$ cat src/rtl/pipe_hazard_tracker_if.sv
// Issue-side bundle and hazard responses for pipe_hazard_tracker.
// master = ID stage driving issue fields; slave = the tracker.
interface pipe_hazard_tracker_if #(
    parameter int RIDX_W = 5,
    parameter int SEL_W  = 2
);
    logic              issue_valid;
    logic [RIDX_W-1:0] issue_rs;
    logic [RIDX_W-1:0] issue_rt;
    logic              use_rs;
    logic              use_rt;
    logic [RIDX_W-1:0] issue_rw;
    logic              issue_regwr;
    logic              issue_load;
    logic              flush;
    logic              stall_o;
    logic [SEL_W-1:0]  fwd_sel_a;
    logic [SEL_W-1:0]  fwd_sel_b;
    logic [15:0]       stall_cnt;

    modport master (
        output issue_valid, issue_rs, issue_rt,
        output use_rs, use_rt, issue_rw,
        output issue_regwr, issue_load, flush,
        input  stall_o, fwd_sel_a, fwd_sel_b,
        input  stall_cnt
    );

    modport slave (
        input  issue_valid, issue_rs, issue_rt,
        input  use_rs, use_rt, issue_rw,
        input  issue_regwr, issue_load, flush,
        output stall_o, fwd_sel_a, fwd_sel_b,
        output stall_cnt
    );
endinterface

$ cat src/rtl/pipe_hazard_tracker.sv
// Pipeline hazard tracker: forwarding selects and load-use stall.
// HZT_STALL_CNT_EN enables the saturating stall-cycle counter.
module pipe_hazard_tracker #(
    parameter int DEPTH      = 3,
    parameter int RIDX_W     = 5,
    parameter int LOAD_AVAIL = 2,
    parameter int SEL_W      = 2
) (
    input  logic CLK,
    input  logic Reset_L,
    pipe_hazard_tracker_if.slave hz
);

    typedef struct packed {
        logic              valid;
        logic [RIDX_W-1:0] rw;
        logic              regwr;
        logic              load;
    } ent_t;

    ent_t             pipe_q [1:DEPTH];
    ent_t             issue_ent;
    logic [SEL_W-1:0] sel_a;
    logic [SEL_W-1:0] sel_b;
    logic             ld_a;
    logic             ld_b;
    logic             stall;

    function automatic logic src_hit(
        input ent_t              e,
        input logic [RIDX_W-1:0] s,
        input logic              u
    );
        return e.valid && e.regwr &&
               (e.rw == s) && (s != '0) && u;
    endfunction

    // Youngest producer per source; remember if it is a late load
    always_comb begin
        sel_a = '0;
        sel_b = '0;
        ld_a  = 1'b0;
        ld_b  = 1'b0;
        for (int k = DEPTH; k >= 1; k--) begin
            if (src_hit(pipe_q[k], hz.issue_rs, hz.use_rs)) begin
                sel_a = SEL_W'(k);
                ld_a  = pipe_q[k].load && (k < LOAD_AVAIL);
            end
            if (src_hit(pipe_q[k], hz.issue_rt, hz.use_rt)) begin
                sel_b = SEL_W'(k);
                ld_b  = pipe_q[k].load && (k < LOAD_AVAIL);
            end
        end
    end

    assign stall = (ld_a | ld_b) & hz.issue_valid &
                   ~hz.flush & Reset_L;

    assign hz.stall_o   = stall;
    assign hz.fwd_sel_a = Reset_L ? sel_a : '0;
    assign hz.fwd_sel_b = Reset_L ? sel_b : '0;

    // Entry entering stage 1: real instruction or bubble
    always_comb begin
        issue_ent       = '0;
        issue_ent.valid = hz.issue_valid & ~stall & ~hz.flush;
        issue_ent.rw    = hz.issue_rw;
        issue_ent.regwr = hz.issue_regwr;
        issue_ent.load  = hz.issue_load;
    end

    // In-flight shift register, advanced every falling edge
    always_ff @(negedge CLK or negedge Reset_L) begin
        if (!Reset_L) begin
            for (int k = 1; k <= DEPTH; k++) begin
                pipe_q[k] <= '0;
            end
        end else begin
            pipe_q[1] <= issue_ent;
            for (int k = 2; k <= DEPTH; k++) begin
                pipe_q[k] <= pipe_q[k-1];
            end
        end
    end

`ifdef HZT_STALL_CNT_EN
    logic [15:0] cnt_q;

    // Saturating count of cycles spent stalled
    always_ff @(negedge CLK or negedge Reset_L) begin
        if (!Reset_L) begin
            cnt_q <= '0;
        end else if (stall && (cnt_q != 16'hFFFF)) begin
            cnt_q <= cnt_q + 16'd1;
        end
    end

    assign hz.stall_cnt = cnt_q;
`else
    assign hz.stall_cnt = 16'd0;
`endif

endmodule

$ cat src/flat_wrapper.sv
// flat-port wrapper written by rule: the top's interface ports become plain ports
module pipe_hazard_tracker_flat 
#(
    parameter int DEPTH      = 3,
    parameter int RIDX_W     = 5,
    parameter int LOAD_AVAIL = 2,
    parameter int SEL_W      = 2
)
  (CLK, Reset_L, hz_issue_valid, hz_issue_rs, hz_issue_rt, hz_use_rs, hz_use_rt, hz_issue_rw, hz_issue_regwr, hz_issue_load, hz_flush, hz_stall_o, hz_fwd_sel_a, hz_fwd_sel_b, hz_stall_cnt);
  pipe_hazard_tracker_if #(.RIDX_W(RIDX_W), .SEL_W(SEL_W)) hz_i ();
  input  logic CLK;
  input  logic Reset_L;
  input wire logic [$bits(hz_i.issue_valid)-1:0] hz_issue_valid;
  input wire logic [$bits(hz_i.issue_rs)-1:0] hz_issue_rs;
  input wire logic [$bits(hz_i.issue_rt)-1:0] hz_issue_rt;
  input wire logic [$bits(hz_i.use_rs)-1:0] hz_use_rs;
  input wire logic [$bits(hz_i.use_rt)-1:0] hz_use_rt;
  input wire logic [$bits(hz_i.issue_rw)-1:0] hz_issue_rw;
  input wire logic [$bits(hz_i.issue_regwr)-1:0] hz_issue_regwr;
  input wire logic [$bits(hz_i.issue_load)-1:0] hz_issue_load;
  input wire logic [$bits(hz_i.flush)-1:0] hz_flush;
  output wire logic [$bits(hz_i.stall_o)-1:0] hz_stall_o;
  output wire logic [$bits(hz_i.fwd_sel_a)-1:0] hz_fwd_sel_a;
  output wire logic [$bits(hz_i.fwd_sel_b)-1:0] hz_fwd_sel_b;
  output wire logic [$bits(hz_i.stall_cnt)-1:0] hz_stall_cnt;
  assign hz_i.issue_valid = hz_issue_valid;
  assign hz_i.issue_rs = hz_issue_rs;
  assign hz_i.issue_rt = hz_issue_rt;
  assign hz_i.use_rs = hz_use_rs;
  assign hz_i.use_rt = hz_use_rt;
  assign hz_i.issue_rw = hz_issue_rw;
  assign hz_i.issue_regwr = hz_issue_regwr;
  assign hz_i.issue_load = hz_issue_load;
  assign hz_i.flush = hz_flush;
  assign hz_stall_o = hz_i.stall_o;
  assign hz_fwd_sel_a = hz_i.fwd_sel_a;
  assign hz_fwd_sel_b = hz_i.fwd_sel_b;
  assign hz_stall_cnt = hz_i.stall_cnt;
  pipe_hazard_tracker #(.DEPTH(DEPTH), .RIDX_W(RIDX_W), .LOAD_AVAIL(LOAD_AVAIL), .SEL_W(SEL_W)) u_core (.CLK(CLK), .Reset_L(Reset_L), .hz(hz_i));
endmodule
$ cat config.mk
export PLATFORM = sky130hd
export DESIGN_NAME = pipe_hazard_tracker_flat
export DESIGN_NICKNAME = d
export VERILOG_FILES = /design/src/rtl/pipe_hazard_tracker_if.sv /design/src/rtl/pipe_hazard_tracker.sv /design/src/flat_wrapper.sv
export SDC_FILE = /design/constraint.sdc
export NUM_CORES = 1
export LEC_CHECK = 0
export CAP_MARGIN = 20
export CORE_MARGIN = 2
export CORE_UTILIZATION = 30
export CTS_CLUSTER_DIAMETER = 50
export CTS_CLUSTER_SIZE = 20
export DETAILED_ROUTE_END_ITERATION = 7
export GPL_ROUTABILITY_DRIVEN = 0
export PLACE_DENSITY = 0.62
export SKIP_CTS_REPAIR_TIMING = 1
export SLEW_MARGIN = 20
export SYNTH_ARGS = -nofsm -noshare
export SYNTH_HDL_FRONTEND = slang
export SYNTH_SLANG_ARGS = --single-unit
$ cat constraint.sdc
create_clock -name CLK -period 2.9 [get_ports CLK]
set_input_delay 0.58 -clock CLK [delete_from_list [all_inputs] [get_ports CLK]]
set_output_delay 0.58 -clock CLK [all_outputs]
set_load 0.005 [all_outputs]
* Word-level counts from Yosys, hierarchy flattened
Cells that the tools add are included.
** Cells by class
- Eq/ne operators :: 6
- Reduce and logical (&&, ||, !) cells :: 23
- Bitwise logic cells :: 8
- Multiplexer cells :: 10
** Operator list (count)
- 5-bit equality test :: 6
- 1-bit logical AND :: 21
- 2-bit two-way mux :: 8
- 5-bit nonzero test :: 2
- 1-bit AND :: 5
- 1-bit two-way mux :: 2
- 1-bit NOT :: 2
- 1-bit bitwise OR :: 1
** Word-level totals
- Bits of input ports :: 23
- Word-level logic and storage cells :: 57
- Bits in registers :: 22
- Output and inout port bits :: 21

* Depth between registers and ports, before layout
- Depth after elaboration :: 12
- Gate-level depth with buffers :: 5
- Depth with buffers taken out :: 5

==> flow_summary.json <==
{
  "cp_max_fo": 3,
  "hold-path-cell-count": 0,
  "violations": "negative setup slack",
  "wl_mm": 2.386,
  "yosys_warnings": 0,
  "core_um2": 3661,
  "grt.overflow.total": 0,
  "crit_path_cell_trace": "xnor2_1 > nand4_1 > or4_4 > a21oi_2 > nor2b_1 > buf_2",
  "reg2reg_to": "u_core.pipe_q[23]",
  "fin_area_um2": 1739,
  "layout_common_cells": "xnor2_1 (23), dfrtn_1 (22), buf_4 (21), clkdlybuf4s50_1 (18), conb_1 (16)",
  "ios": 44,
  "yosys.area.top_type_share_pct": 48.14,
  "syn_area_per_cell_um2": 11.44,
  "cts_buffers": 3,
  "peakVddDrop_mv": 0.2507,
  "syn_inst": 100,
  "end_kind": "output port",
  "synth.cell_area_um2": 1144,
  "grt_usage_pct": 12.52,
  "cts_tree": "built",
  "regMostFlops": "u_core.pipe_q",
  "path_buf_inv": 1,
  "fin_total_pwr_mw": 0.6904,
  "powerDensity_nw_per_um2": 396.9,
  "drtIter0Drc": 3,
  "vias_per_cell": 4.353,
  "yosys.area.top_type": "dfrtn_1",
  "finalSetupViolations": 6,
  "yosysSeqAreaShare_pct": 48.14,
  "cpLargestDelayFamily": "simple AND/OR/NAND/NOR gates",
  "cp_slowest_cell": "or4_4",
  "largest_register_ffs": 22,
  "hold_end": "u_core.pipe_q[7]",
  "r2r_cells": 5,
  "place_ws_ns": -1.029,
  "antenna_found_initial": 0,
  "reg2reg_from": "u_core.pipe_q[21]",
  "rsz0062_at_grt": "true",
  "drive_gt1_share_pct": 31.37,
  "dp_hpwl_mm": 1.984,
  "cts.path.max_buffers": 2,
  "path_depth": 6,
  "start_kind": "flop",
  "p_leak_nw": 0.7532,
  "clk_latency_ns": 0.27,
  "first_global_vias": 888,
  "r2r_slack_ns": 1.32,
  "remaining_drc_errors": 0,
  "start_util_pct": 31.24,
  "num_vias": 875,
  "wl_per_cell_um": 11.87,
  "clockRootBuffer": "clkbuf_8",
  "crit_required_ns": 2.32,
  "grt_max_degree": 27,
  "htreeDepth": 1,
  "hp-class": "flop to flop",
  "finalClockSkew_ns": 0.001503,
  "drt.antenna.violating_nets": 0,
  "die_y_um": 65.74,
  "synth-seq-cells": 22,
  "top_regs": "u_core.pipe_q: 22 flops",
  "area_delta_synth_final_pct": 52.08,
  "clock_sinks": 22,
  "maxCapViolCount": 0,
  "synthTopCellsByArea": "dfrtn_1 (48%), xnor2_1 (18%), buf_4 (11%)",
  "grt_pass1_wl_mm": 4.022,
  "port_buffers": 27,
  "num_rows": 22,
  "worstHoldStart": "u_core.pipe_q[15]",
  "path_clk_slew_ns": 0.05,
  "ys_types": 18,
  "die_w_um": 65.74,
  "final_common_cell": "xnor2_1",
  "status": "complete, but fails checks",
  "slew_viol_final": 0,
  "hold_viol_final": 0,
  "num-nets-final": 177,
  "dr.pass1.iters": 3,
  "dpl_cell_area_um2": 1592,
  "die_area_um2": 4322,
  "diodes": 0,
  "cpPeakStageDelay_ns": 0.54,
  "crit_arrival_ns": 3.28,
  "fin_ws_ns": -0.9605,
  "crit_type": "flop to output port"
}
Yosys cell counts:
cell      count
nor3b_1       2
o211ai_2      1
or4_1         3
nand2_1       3
conb_1        1
nand2b_1      1
buf_4        16
nor4_1        5
xor2_1        6
dfrtn_1      22
or4_2         1
and3b_1       2
nand4_1       6
nor2b_1       2
a21oi_1       2
xnor2_1      24
o21ai_2       2
nor2_1        1
per-layer routing:
| metal | track usage (%) | part of all wire (%) | wire length (um) | vias to the layer above |
|---|---|---|---|---|
| met3 | 1.712 | 4.0 | 96 | 5 |
| met1 | 13.85 | 39 | 930 | 422 |
| met5 | 0 | 0 | 0 | - |
| li1 | - | - | - | 418 |
| met2 | 23.48 | 55 | 1322 | 30 |
| met4 | 5.469 | 1.5 | 36 | 0 |
layout make-up:
type	count	area, um2
clock buffers	4	55.05
fillers	330	1922
multi-input cells	77	638.1
flip-flops and latches	22	550.5
well taps	48	60.06
repair buffers	50	435.4
through the flow:
step | setup TNS [ns] | util, % | cells | hold WS, ns
final | -5.098 | 47.51 | 201 | 0.3167
after floorplan | -2.210 | - | 115 | 0.3134
after detailed placement | -5.745 | 43.47 | 193 | 0.3181
after global placement | -5.664 | 43.47 | 193 | 0.3198
after CTS | -6.956 | 44.98 | 197 | 0.3182
after global routing | -5.677 | 47.51 | 201 | 0.3265
power breakdown:
group	switching, mW	internal (mW)	leakage [nW]
Clock	0.0960	0.121	0.0288
Combinational	0.0596	0.0764	0.464
Sequential	0.0125	0.325	0.260
Total	0.168	0.522	0.753
worst max-delay path by stage:
stage                       from              end  slack [ns]
2_1_floorplan  u_core.pipe_q[12]  hz_fwd_sel_b[0]       -0.47
3_3_place_gp   u_core.pipe_q[14]  hz_fwd_sel_a[1]       -1.02
3_5_place_dp   u_core.pipe_q[14]  hz_fwd_sel_a[1]       -1.03
4_1_cts        u_core.pipe_q[14]  hz_fwd_sel_a[1]       -1.35
5_1_grt        u_core.pipe_q[18]       hz_stall_o       -1.06
6_report       u_core.pipe_q[14]  hz_fwd_sel_b[0]       -0.96
worst reg2reg max path, delay by kind of cell (launching register included):
kind | cells | cell delay, ns
DFF | 1 | 0.47
AOI/OAI and AO/OA | 1 | 0.13
and+or+nand+nor | 3 | 0.71
xor gates and xnor gates | 1 | 0.13
cells by family after synthesis:
logic type	after synthesis	share of synthesized area, %
other	1	0.3279
flip-flops	22	48.14
AO/OA/AOI/OAI	5	3.501
buffers and inverters	16	10.50
AND/OR/NAND/NOR	26	14.55
XOR/XNOR	30	22.98
Power figures use the tool's default switching activity.
